File: src/rtl/imem_program_loader.sv
// imem_program_loader
//   Packs instruction field bundles into 32-bit ISA words and writes them to
//   consecutive instruction-memory addresses, holding the processor in reset
//   until the program load completes.
// Ports:
//   clock, resetn            system clock, asynchronous active-low reset
//   start                    1-cycle pulse; from DONE restarts a load at addr 0
//   in_valid / in_ready      field-bundle handshake
//   in_opcode .. in_target   instruction fields
//   in_last                  bundle is the final instruction of the program
//   imem_we/addr/wdata       instruction-memory write port
//   cpu_resetn, done         processor reset release and load-finished flag
//   err_illegal              sticky: unknown opcode received
//   err_overflow             sticky: DEPTH words written without in_last
//   word_count               words written in the current load
module imem_program_loader #(
    parameter int unsigned ADDR_W = 12,
    parameter int unsigned DEPTH  = 4096
) (
    input  logic              clock,
    input  logic              resetn,
    input  logic              start,
    input  logic              in_valid,
    output logic              in_ready,
    input  logic [4:0]        in_opcode,
    input  logic [4:0]        in_rd,
    input  logic [4:0]        in_rs,
    input  logic [4:0]        in_rt,
    input  logic [4:0]        in_shamt,
    input  logic [4:0]        in_aluop,
    input  logic [16:0]       in_imm,
    input  logic [26:0]       in_target,
    input  logic              in_last,
    output logic              imem_we,
    output logic [ADDR_W-1:0] imem_addr,
    output logic [31:0]       imem_wdata,
    output logic              cpu_resetn,
    output logic              done,
    output logic              err_illegal,
    output logic              err_overflow,
    output logic [ADDR_W:0]   word_count
);

    localparam logic [ADDR_W-1:0] LastAddr = ADDR_W'(DEPTH - 1);

    typedef enum logic [1:0] {StIdle, StWrite, StDone} state_e;

    state_e            state_q, state_d;
    logic [ADDR_W-1:0] addr_q, addr_d;
    logic [31:0]       wdata_q, wdata_d;
    logic              last_q, last_d;
    logic              ill_q, ill_d;
    logic              ovf_q, ovf_d;
    logic [ADDR_W:0]   count_q, count_d;

    logic [31:0] enc_word;
    logic        enc_legal;
    logic        accept;

    // ISA encoder: opcode in [31:27], unused bits zero.
    always_comb begin
        enc_word  = '0;
        enc_legal = 1'b1;
        case (in_opcode)
            5'b00000: enc_word = {in_opcode, in_rd, in_rs, in_rt, in_shamt, in_aluop, 2'b00};
            5'b00101, 5'b00010, 5'b00110, 5'b00111, 5'b01000:
                enc_word = {in_opcode, in_rd, in_rs, in_imm};
            5'b00001, 5'b00011, 5'b10101, 5'b10110:
                enc_word = {in_opcode, in_target};
            5'b00100: enc_word = {in_opcode, in_rd, 22'd0};
            default:  enc_legal = 1'b0;
        endcase
    end

    assign in_ready = resetn && (state_q == StIdle);
    assign accept   = in_valid && in_ready;

    always_comb begin
        state_d = state_q;
        addr_d  = addr_q;
        wdata_d = wdata_q;
        last_d  = last_q;
        ill_d   = ill_q;
        ovf_d   = ovf_q;
        count_d = count_q;

        imem_we    = 1'b0;
        done       = 1'b0;
        cpu_resetn = 1'b0;

        unique case (state_q)
            StIdle: begin
                if (accept) begin
                    if (enc_legal) begin
                        addr_d  = count_q[ADDR_W-1:0];
                        wdata_d = enc_word;
                        last_d  = in_last;
                        state_d = StWrite;
                    end else begin
                        // Illegal opcode: no write; in_last still ends the load.
                        ill_d = 1'b1;
                        if (in_last) state_d = StDone;
                    end
                end
            end
            StWrite: begin
                imem_we = 1'b1;
                count_d = count_q + 1'b1;
                if (last_q) begin
                    state_d = StDone;
                end else if (addr_q == LastAddr) begin
                    state_d = StDone;
                    ovf_d   = 1'b1;
                end else begin
                    state_d = StIdle;
                end
            end
            StDone: begin
                // start drops done/cpu_resetn in the same cycle it is seen.
                done       = !start;
                cpu_resetn = !start;
                if (start) begin
                    count_d = '0;
                    ill_d   = 1'b0;
                    ovf_d   = 1'b0;
                    state_d = StIdle;
                end
            end
            default: state_d = StIdle;
        endcase
    end

    always_ff @(posedge clock or negedge resetn) begin
        if (!resetn) begin
            state_q <= StIdle;
            addr_q  <= '0;
            wdata_q <= '0;
            last_q  <= 1'b0;
            ill_q   <= 1'b0;
            ovf_q   <= 1'b0;
            count_q <= '0;
        end else begin
            state_q <= state_d;
            addr_q  <= addr_d;
            wdata_q <= wdata_d;
            last_q  <= last_d;
            ill_q   <= ill_d;
            ovf_q   <= ovf_d;
            count_q <= count_d;
        end
    end

    assign imem_addr    = addr_q;
    assign imem_wdata   = wdata_q;
    assign err_illegal  = ill_q;
    assign err_overflow = ovf_q;
    assign word_count   = count_q;

endmodule

File: config.mk
export PLATFORM = sky130hd
export DESIGN_NAME = imem_program_loader
export DESIGN_NICKNAME = d
export VERILOG_FILES = /design/src/rtl/imem_program_loader.sv
export SDC_FILE = /design/constraint.sdc
export NUM_CORES = 1
export LEC_CHECK = 0
export BUFFER_PORTS_ARGS = -buffer_cell sky130_fd_sc_hd__buf_2
export CAP_MARGIN = 20
export CORE_MARGIN = 3
export CORE_UTILIZATION = 25
export CTS_CLUSTER_DIAMETER = 50
export DETAILED_ROUTE_END_ITERATION = 12
export HOLD_SLACK_MARGIN = 0.15
export RECOVER_POWER = 25
export SYNTH_ARGS = -nofsm -noshare
export SYNTH_HDL_FRONTEND = slang
export SYNTH_SLANG_ARGS = --single-unit
File: constraint.sdc
create_clock -name clock -period 1.6 [get_ports clock]
set_input_delay 0.16 -clock clock [delete_from_list [all_inputs] [get_ports clock]]
set_output_delay 0.16 -clock clock [all_outputs]
set_load 0.1 [all_outputs]
==> key figures, run 1 <==
Logic synthesis
  – Cells after Synth: 277
  – Net count after synthesis: 357
  – Synth Flop Type: dfrtp_1
  – Synthesized area: 0.00346 mm2
  – Number of distinct library cells after synthesis: 52
  – Post-synth EDFFs: 0
  – Syn Area/Cell: 12.5 um2
  – Async SR Flop Fraction: 100%
  – Seq/Total Area, Yosys: 44.8%
  – Synthesized flop and latch total: 62
  – Synth warnings: 0

Layout
  – Commonest non-fill, non-tap cells in the layout: buf_2, mux2_4, dfrtp_1
  – Multi-input logic area: 0.00182 mm2
  – Commonest non-fill, non-tap cell in the layout: buf_2
  – Final core utilization: 38.2%
  – Layout cells sized above 1: 62.4%
  – Post-route insts no fill: 628
  – Final net count: 527
  – Filler instances: 1,317
  – Ant. Diodes: 0
  – FF/Latch Area: 0.00162 mm2
  – Layout Area Growth over Synthesis: 47.8%

Timing
  – Count of pins over their slew limit: 0
  – Final hold vios: 0
  – Slew @ Worst Pin: 1.08 ns
  – Peak Freq: 644 MHz
  – Endpoints failing setup: 0
  – Final min period: 1.55 ns
  – Slew HR: 27.7%
  – Fin crit share: 97.0%
  – RSZ-0062 raised after global routing: yes
  – Clock Skews: 0.0107 ns

Min path
  – Worst hold path class: in -> reg
  – Hold Path Depth: 3
  – Hold Path Origin: in_rs[3]
  – Worst Hold End: imem_wdata[20]

Setup path
  – Crit Path Max Fanout: 6
  – Worst R2R End: word_count[12]
  – Startpoint Class: flip-flop
  – RR Startpoint: word_count[1]
  – Critical Path Sink Type: output port
  – Worst Path Arrival: 1.39 ns
  – Worst Path Required: 1.44 ns
  – CP Class: reg -> out
  – R2R Setup Slk: 0.06 ns
  – Number of cells on the worst reg-to-reg path: 5

Route
  – Avg WL per Cell: 16.5 um
  – # DRC: 0
  – Detailed Route WL: 10,300 um
  – Via Count: 3,080
  – First-iteration detailed-routing DRC count: 151
  – Iteration count of the initial detailed-routing pass: 4
  – Antenna Nets Post-Route: 0
  – Vias per cell: 4.90

Global routing
  – First-pass GRT wire length: 16,400 um
  – Largest net degree at the start of global routing: 55
  – Vias in the first global route: 3,218
  – Antenna violations before repair: 0
  – Total GRT Usage: 13.6%
  – GRT overflow: 0

Power
  – Peak VDD IR: 790 uV
  – Pwr dens: 1930 mW/mm2
  – LEAKAGE: 2.58 nW

Clock tree
  – H-tree levels: 3
  – Clock root buffer master: clkbuf_16
  – Sink Count: 62
  – CTS Buf Count: 9
  – Worst-Skew Late Latency: 0.33 ns
  – Max Buffers Root-to-Sink: 2
  – Reg clk slew, reported paths: 0.06 ns
  – CTS tree: yes

Floorplanning
  – Die H: 124 um
  – Chip width: 124 um
  – # rows: 42
  – Die area: 0.0153 mm2
  – Ports: 142
  – Initial Utilization: 25.8%
  – Std-Cell Core Area: 0.0134 mm2

Place
  – Placed insts: 602
  – I/O Buffers: 141
  – Routability congestion estimate: 0.796
  – Hpwl dp: 7730 um

Outcome
  – Status: complete, no violations

Flow run
  – Max-cap violation count: 0
[worst max-delay path, cell delays in order, from the launching register on]
cell and delay, ns:
dfrtp_2 0.47, nor2_2 0.20, and2_1 0.20, buf_12 0.18
[sequential cells by signal, summed over array words and instances, names as in the netlist]
name,flops
err_illegal,1
imem_addr,12
state_q,2
last_q,1
imem_wdata,32
word_count,13
err_overflow,1
[stage by stage]
step	total power, W	cell area [um2]	setup TNS (ns)	worst slack (ns)	hold slack [ns]
finish	0.00987	5110	0	0.0481	0.176
global route	0.0102	5110	-0.0109	-0.00382	0.180
CTS	0.00986	5040	-0.0260	-0.0157	0.168
detailed placement	0.00764	4640	-10.11	-0.352	-0.00377
global placement	0.00757	4640	-7.78	-0.244	-0.00377
floorplan	0.00662	3580	-0.794	-0.175	-0.136
[how the worst max path moves through the flow]
stage | end | from | slack (ns)
CTS | imem_we | state_q[1] | -0.02
global route | done | state_q[0] | -0.004
global placement | imem_wdata[7] | in_opcode[4] | -0.24
detailed placement | imem_wdata[7] | in_opcode[4] | -0.35
finish | in_ready | state_q[0] | 0.05
floorplan | word_count[12] | word_count[1] | -0.18
[cell usage after synthesis (all sizes together) (2+ instances only)]
cell type,instances,area [um2]
nor3,2,10.0
nand2b,2,12.5
nand2,12,45.0
and2,2,12.5
a32o,15,150
a211oi,2,15.0
o21bai,2,15.0
nor4b,2,32.5
buf,14,116
nor2,9,33.8
nand4,6,52.6
inv,4,15.0
a22o,14,123
a221o,15,150
and4,2,17.5
a21oi,9,45.0
o21ai,12,60.1
mux2,44,638
or4,3,22.5
a31oi,6,52.6
dfrtp,62,1550
clkbuf,8,30.0
nand3,4,20.0
nand3b,2,15.0
nor2b,3,18.8
nor4,2,12.5
[repair_timing]
action                                  CTS  global route
hold buffers                              4             0
resized for setup                         9             5
hold endpoints to repair                 30             0
setup buffers                             0             6
endpoints found under the setup margin   11            20
pin swaps                                 0             1
[kinds of logic after synthesis]
kind of cell,after synthesis,synth area share [%]
buffers and inverters,26,4.66
adder cells (fa/ha/maj),1,0.361
multiplexers,45,18.7
AND/OR/NAND/NOR,58,10.5
XOR/XNOR,1,0.470
AO/OA/AOI/OAI,84,20.5
flip-flops,62,44.8
[routing by layer]
layer	wire [um]	vias to the layer above	share of wire [%]	GRT usage, %
met5	0	-	0	0
met4	116	0	1.1	3.32
met3	650	9	6.3	3.22
met2	4880	123	47	22.5
met1	4680	1516	45	17.9
li1	-	1432	-	-
[where the power goes]
group	internal [W]	leakage, nW	switching, W	total (W)
clock network	0.00141	0.155	0.000756	0.00217
logic	0.00123	1.63	0.00400	0.00523
registers	0.00208	0.789	0.000389	0.00247
total	0.00473	2.58	0.00514	0.00987
[area by class of cell]
cell class                 instances  share of cell area (%)
timing repair buffer             181                    21.7
tap                              176                    4.31
clock buffer                      10                    4.67
multi-input combinational        189                    35.5
inverter                           4                   0.294
clock inverter                     6                    1.81
sequential                        62                    31.7
Note: power is estimated with default switching activity, not from simulation.
==> run 2, diff against run 1 <==
clock period = 1.5 ns   (was 1.6 ns; I/O delays follow)
==> key figures, run 2 (same netlist as run 1, synthesis figures left out) <==
Power
  – Peak VDD IR: 805 uV
  – Switch Pwr: 0.00541 W
  – Pwr dens: 2000 mW/mm2
  – Clock Power Share: 20.2%
  – Flop pwr share: 24.9%
  – Switching share of total power: 52.2%
  – Cell Int Power: 0.00495 W
  – LEAKAGE: 2.60 nW
  – Combinational share of power: 54.9%

Route
  – Via Count: 3,052
  – Avg WL per Cell: 16.8 um
  – Vias per cell: 4.84
  – Detailed Route WL: 10,600 um
  – Antenna Nets Post-Route: 0
  – Iteration count of the initial detailed-routing pass: 4
  – First-iteration detailed-routing DRC count: 182
  – # DRC: 0

Clock tree
  – CTS Buf Count: 9
  – Sink Count: 62
  – Max Buffers Root-to-Sink: 2
  – CTS tree: yes
  – Reg clk slew, reported paths: 0.05 ns
  – H-tree levels: 3
  – Worst-Skew Late Latency: 0.33 ns
  – Clock root buffer master: clkbuf_16

Layout
  – Final core utilization: 38.6%
  – Final net count: 530
  – Layout cells sized above 1: 63.1%
  – Filler instances: 1,326
  – FF/Latch Area: 0.00162 mm2
  – Commonest non-fill, non-tap cells in the layout: buf_2, mux2_4, dfrtp_1
  – Commonest non-fill, non-tap cell in the layout: buf_2
  – Ant. Diodes: 0
  – Largest register FFs: 32
  – Layout Area Growth over Synthesis: 49.5%
  – Multi-input logic area: 0.00184 mm2

Global routing
  – GRT busiest layer: met2
  – First-pass GRT wire length: 16,600 um
  – Antenna violations before repair: 0
  – GRT overflow: 0
  – Largest net degree at the start of global routing: 62
  – Vias in the first global route: 3,007
  – Met1 usage: 18.7%
  – Total GRT Usage: 14.1%
  – M2 GR Usage: 21.3%
  – Global Route met3 Usage: 4.45%

Timing
  – Count of pins over their slew limit: 0
  – Slew @ Worst Pin: 0.802 ns
  – Final hold vios: 0
  – Endpoints failing setup: 32
  – RSZ-0062 raised after global routing: yes
  – Fin crit share: 108%
  – Clock Skews: 0.00428 ns
  – Peak Freq: 619 MHz
  – Slew HR: 46.6%
  – PnR worst setup slack: -0.114 ns
  – WHS: 0.169 ns
  – Final min period: 1.61 ns

Flow run
  – Max-cap violation count: 0

Min path
  – Worst hold path class: in -> reg

Setup path
  – R2R Setup Slk: -0.06 ns
  – Worst Path Arrival: 1.46 ns
  – Startpoint Class: flip-flop
  – Max stage delay on crit path: 0.42 ns
  – Critical Path Sink Type: output port
  – Worst Path Required: 1.35 ns
  – Crit Path Max Fanout: 3
  – Slowest CP cell: dfrtp_2
  – Crit-path cells: buf_6 -> nor2b_4 -> buf_6 -> nor2b_4 -> buf_12
  – CP Class: reg -> out

Floorplanning
  – Std-Cell Core Area: 0.0134 mm2
  – # rows: 42
  – Ports: 142
  – Initial Utilization: 25.8%
  – Die area: 0.0153 mm2
  – Die H: 124 um
  – Chip width: 124 um

Outcome
  – Status: finished, violations left
  – Failing checks: setup timing

Place
  – I/O Buffers: 141
  – Hpwl dp: 7690 um
  – Routability congestion estimate: 0.791
==> run 2: cell count changes in the layout (fill, tap and decap cells not counted), sizes merged <==
cell and delta:
clkbuf +19, buf -13, clkinv +2, clkinvlp -2, bufinv -1, dlygate4sd3 -1
inv -1
==> run 2: power by group through the flow <==
stage	registers [W]	clock network [W]	logic, W
after CTS	0.00257	0.00216	0.00569
after detailed placement	0.00258	0	0.00563
after floorplan	0.00584	0	0.00123
after global placement	0.00258	0	0.00557
after global routing	0.00265	0.00225	0.00589
final	0.00258	0.00209	0.00569
==> run 2: worst paths after layout <==
path,from,end,cells after the start
max,state_q[0],cpu_resetn,5
min,in_rd[4],imem_wdata[26],3
max reg2reg,word_count[1],word_count[12],5
min reg2reg,imem_wdata[5],imem_wdata[5],1
max in group asynchronous,resetn,imem_addr[0],3
min in group asynchronous,resetn,state_q[0],2
==> run 2: cell type report <==
type,count,area share [%]
inverters,4,0.290
clock buffers,12,4.96
well taps,176,4.26
multi-input cells,189,35.5
flip-flops and latches,62,31.3
repair buffers,184,22.8
clock inverters,4,0.870
==> run 2: metrics by stage <==
stage / setup WS, ns / power, W / setup TNS, ns / cells / cell area [um2]
3_5_place_dp: -0.415 / 0.00821 / -13.43 / 605 / 4710
4_1_cts: -0.167 / 0.0104 / -2.12 / 627 / 5100
5_1_grt: -0.188 / 0.0108 / -4.16 / 631 / 5170
2_1_floorplan: -0.275 / 0.00707 / -4.80 / 277 / 3590
6_report: -0.114 / 0.0104 / -0.729 / 631 / 5170
3_3_place_gp: -0.362 / 0.00815 / -11.59 / 605 / 4710
==> run 2: critical path, delay by kind of cell (launching register included) <==
| family | cells | cell delay, ns |
|---|---|---|
| DFF | 1 | 0.42 |
| buffers and inverters | 3 | 0.42 |
| and+or+nand+nor | 2 | 0.30 |
==> run 2: timing repair <==
action                     4_1_cts  5_1_grt
pin swaps                        1        3
buffers inserted                 3        4
setup endpoints to repair       53       63
hold buffers                     3        0
gates resized for setup          7       14
hold endpoints to repair        64        0
==> run 2: routing by layer <==
metal	up-vias	share of wire, %
met3	13	7.3
met1	1516	44
li1	1440	-
met2	83	47
met5	-	0
met4	0	1.6
==> run 3, diff against run 2 <==
REMOVE_ABC_BUFFERS = 1   (was unset)
==> key figures, run 3 (same netlist as run 1, synthesis figures left out) <==
Outcome
  – Status: finished, violations left
  – Failing checks: setup timing

Route
  – First-iteration detailed-routing DRC count: 208
  – Iteration count of the initial detailed-routing pass: 4
  – # DRC: 0
  – Via Count: 3,136
  – Vias per cell: 4.84
  – Antenna Nets Post-Route: 0
  – Detailed Route WL: 10,500 um
  – Avg WL per Cell: 16.2 um

Power
  – Power Total: 0.0101 W
  – Pwr dens: 1940 mW/mm2
  – Peak VDD IR: 987 uV
  – LEAKAGE: 2.73 nW

Timing
  – Final hold vios: 0
  – RSZ-0062 raised after global routing: yes
  – Final min period: 1.51 ns
  – Endpoints failing setup: 16
  – Fin crit share: 101%
  – Peak Freq: 663 MHz
  – WHS: 0.165 ns
  – Slew HR: 44.8%
  – Count of pins over their slew limit: 0
  – Clock Skews: 0.00604 ns
  – Slew @ Worst Pin: 0.828 ns
  – PnR worst setup slack: -0.00847 ns

Clock tree
  – Worst-Skew Late Latency: 0.33 ns
  – Max Buffers Root-to-Sink: 2
  – Sink Count: 62
  – CTS Buf Count: 9
  – Clock root buffer master: clkbuf_16
  – CTS tree: yes
  – Reg clk slew, reported paths: 0.05 ns
  – H-tree levels: 3

Floorplanning
  – # rows: 42
  – Ports: 142
  – Die area: 0.0153 mm2
  – Chip width: 124 um
  – Die H: 124 um
  – Std-Cell Core Area: 0.0134 mm2
  – Initial Utilization: 25.8%

Layout
  – Filler instances: 1,326
  – Multi-input logic area: 0.00183 mm2
  – Commonest non-fill, non-tap cell in the layout: buf_2
  – Final net count: 549
  – FF/Latch Area: 0.00155 mm2
  – Commonest non-fill, non-tap cells in the layout: buf_2, dfrtp_1, buf_4
  – Ant. Diodes: 0
  – Layout cells sized above 1: 59.1%
  – Layout Area Growth over Synthesis: 51.2%
  – Largest register FFs: 32
  – Post-route insts no fill: 648

Flow run
  – Max-cap violation count: 0

Setup path
  – CP startpoint: state_q[0]
  – Crit Path Max Fanout: 4
  – Max stage delay on crit path: 0.46 ns
  – Worst Path Required: 1.35 ns
  – Number of cells on the worst reg-to-reg path: 5
  – Startpoint Class: flip-flop
  – CP Class: reg -> out
  – Worst Path Arrival: 1.36 ns
  – RR Startpoint: state_q[1]
  – Crit-path cells: nor2b_4 -> nor2b_4 -> buf_6 -> buf_12
  – Slowest CP cell: dfrtp_2
  – R2R Setup Slk: 0 ns
  – CP dominant cell by count: nor2b_4
  – Worst R2R End: imem_wdata[25]
  – Critical Path Sink Type: output port
  – Worst Setup EP: done

Global routing
  – Met1 usage: 16.4%
  – First-pass GRT wire length: 16,100 um
  – M2 GR Usage: 23.2%
  – Vias in the first global route: 3,264
  – Antenna violations before repair: 0
  – Total GRT Usage: 13.8%
  – GRT busiest layer: met2
  – Largest net degree at the start of global routing: 33
  – Global Route met3 Usage: 3.86%
  – GRT overflow: 0

Min path
  – Worst hold path class: in -> reg

Place
  – I/O Buffers: 141
  – Routability congestion estimate: 0.807
  – Placed insts: 619
  – Hpwl dp: 7660 um
==> run 3: layout make-up <==
type / instances / area share [%]
clock buffers: 12 / 4.71
repair buffers: 203 / 25.8
flip-flops and latches: 62 / 29.7
inverters: 4 / 0.335
clock inverters: 2 / 0.191
multi-input cells: 189 / 35.1
well taps: 176 / 4.21
==> run 3: routing by layer <==
| layer | vias to the layer above | wire length, um | part of all wire (%) |
|---|---|---|---|
| met5 | - | 0 | 0 |
| met4 | 0 | 225 | 2.1 |
| met3 | 18 | 639 | 6.1 |
| met2 | 114 | 5220 | 50 |
| met1 | 1522 | 4430 | 42 |
| li1 | 1482 | - | - |
==> run 3: worst min path at each step <==
stage	end	cells past startpoint	slack, ns	from
after CTS	imem_wdata[20]	3	0.15	in_rs[3]
after floorplan	err_illegal	0	-0.15	resetn
after global routing	imem_wdata[17]	3	0.16	in_rs[0]
after global placement	err_illegal	2	0.28	resetn
after detailed placement	err_illegal	2	0.29	resetn
final	imem_wdata[20]	3	0.17	in_rs[3]
==> run 3: what timing repair did <==
action	in CTS	in global routing
hold buffers	7	0
gates resized for setup	16	18
pin swaps	3	4
cloned	0	3
hold endpoints to repair	66	0
setup buffers	4	2
endpoints found under the setup margin	13	54
==> run 3: critical path, delay by kind of cell (launching register included) <==
kind / cells / cell delay (ns)
and+or+nand+nor: 2 / 0.27
buffers and inverters: 2 / 0.29
DFF: 1 / 0.46
==> run 3: report_power, final <==
part | internal [W] | total, W | switching (W) | leakage [nW]
registers | 0.00215 | 0.00247 | 0.000316 | 0.831
logic | 0.00146 | 0.00584 | 0.00438 | 1.77
clock network | 0.00114 | 0.00183 | 0.000692 | 0.128
==> run 3: per-stage QoR <==
stage | worst slack (ns) | instance area [um2] | util (%) | TNS [ns]
CTS | -0.0537 | 5100 | 38.0 | -0.116
detailed placement | -0.391 | 4700 | 35.0 | -11.36
finish | -0.00847 | 5230 | 39.0 | -0.0440
global route | -0.0833 | 5230 | 39.0 | -2.94
floorplan | -1.98 | 3310 | - | -39.02
global placement | -0.322 | 4700 | 35.0 | -10.34
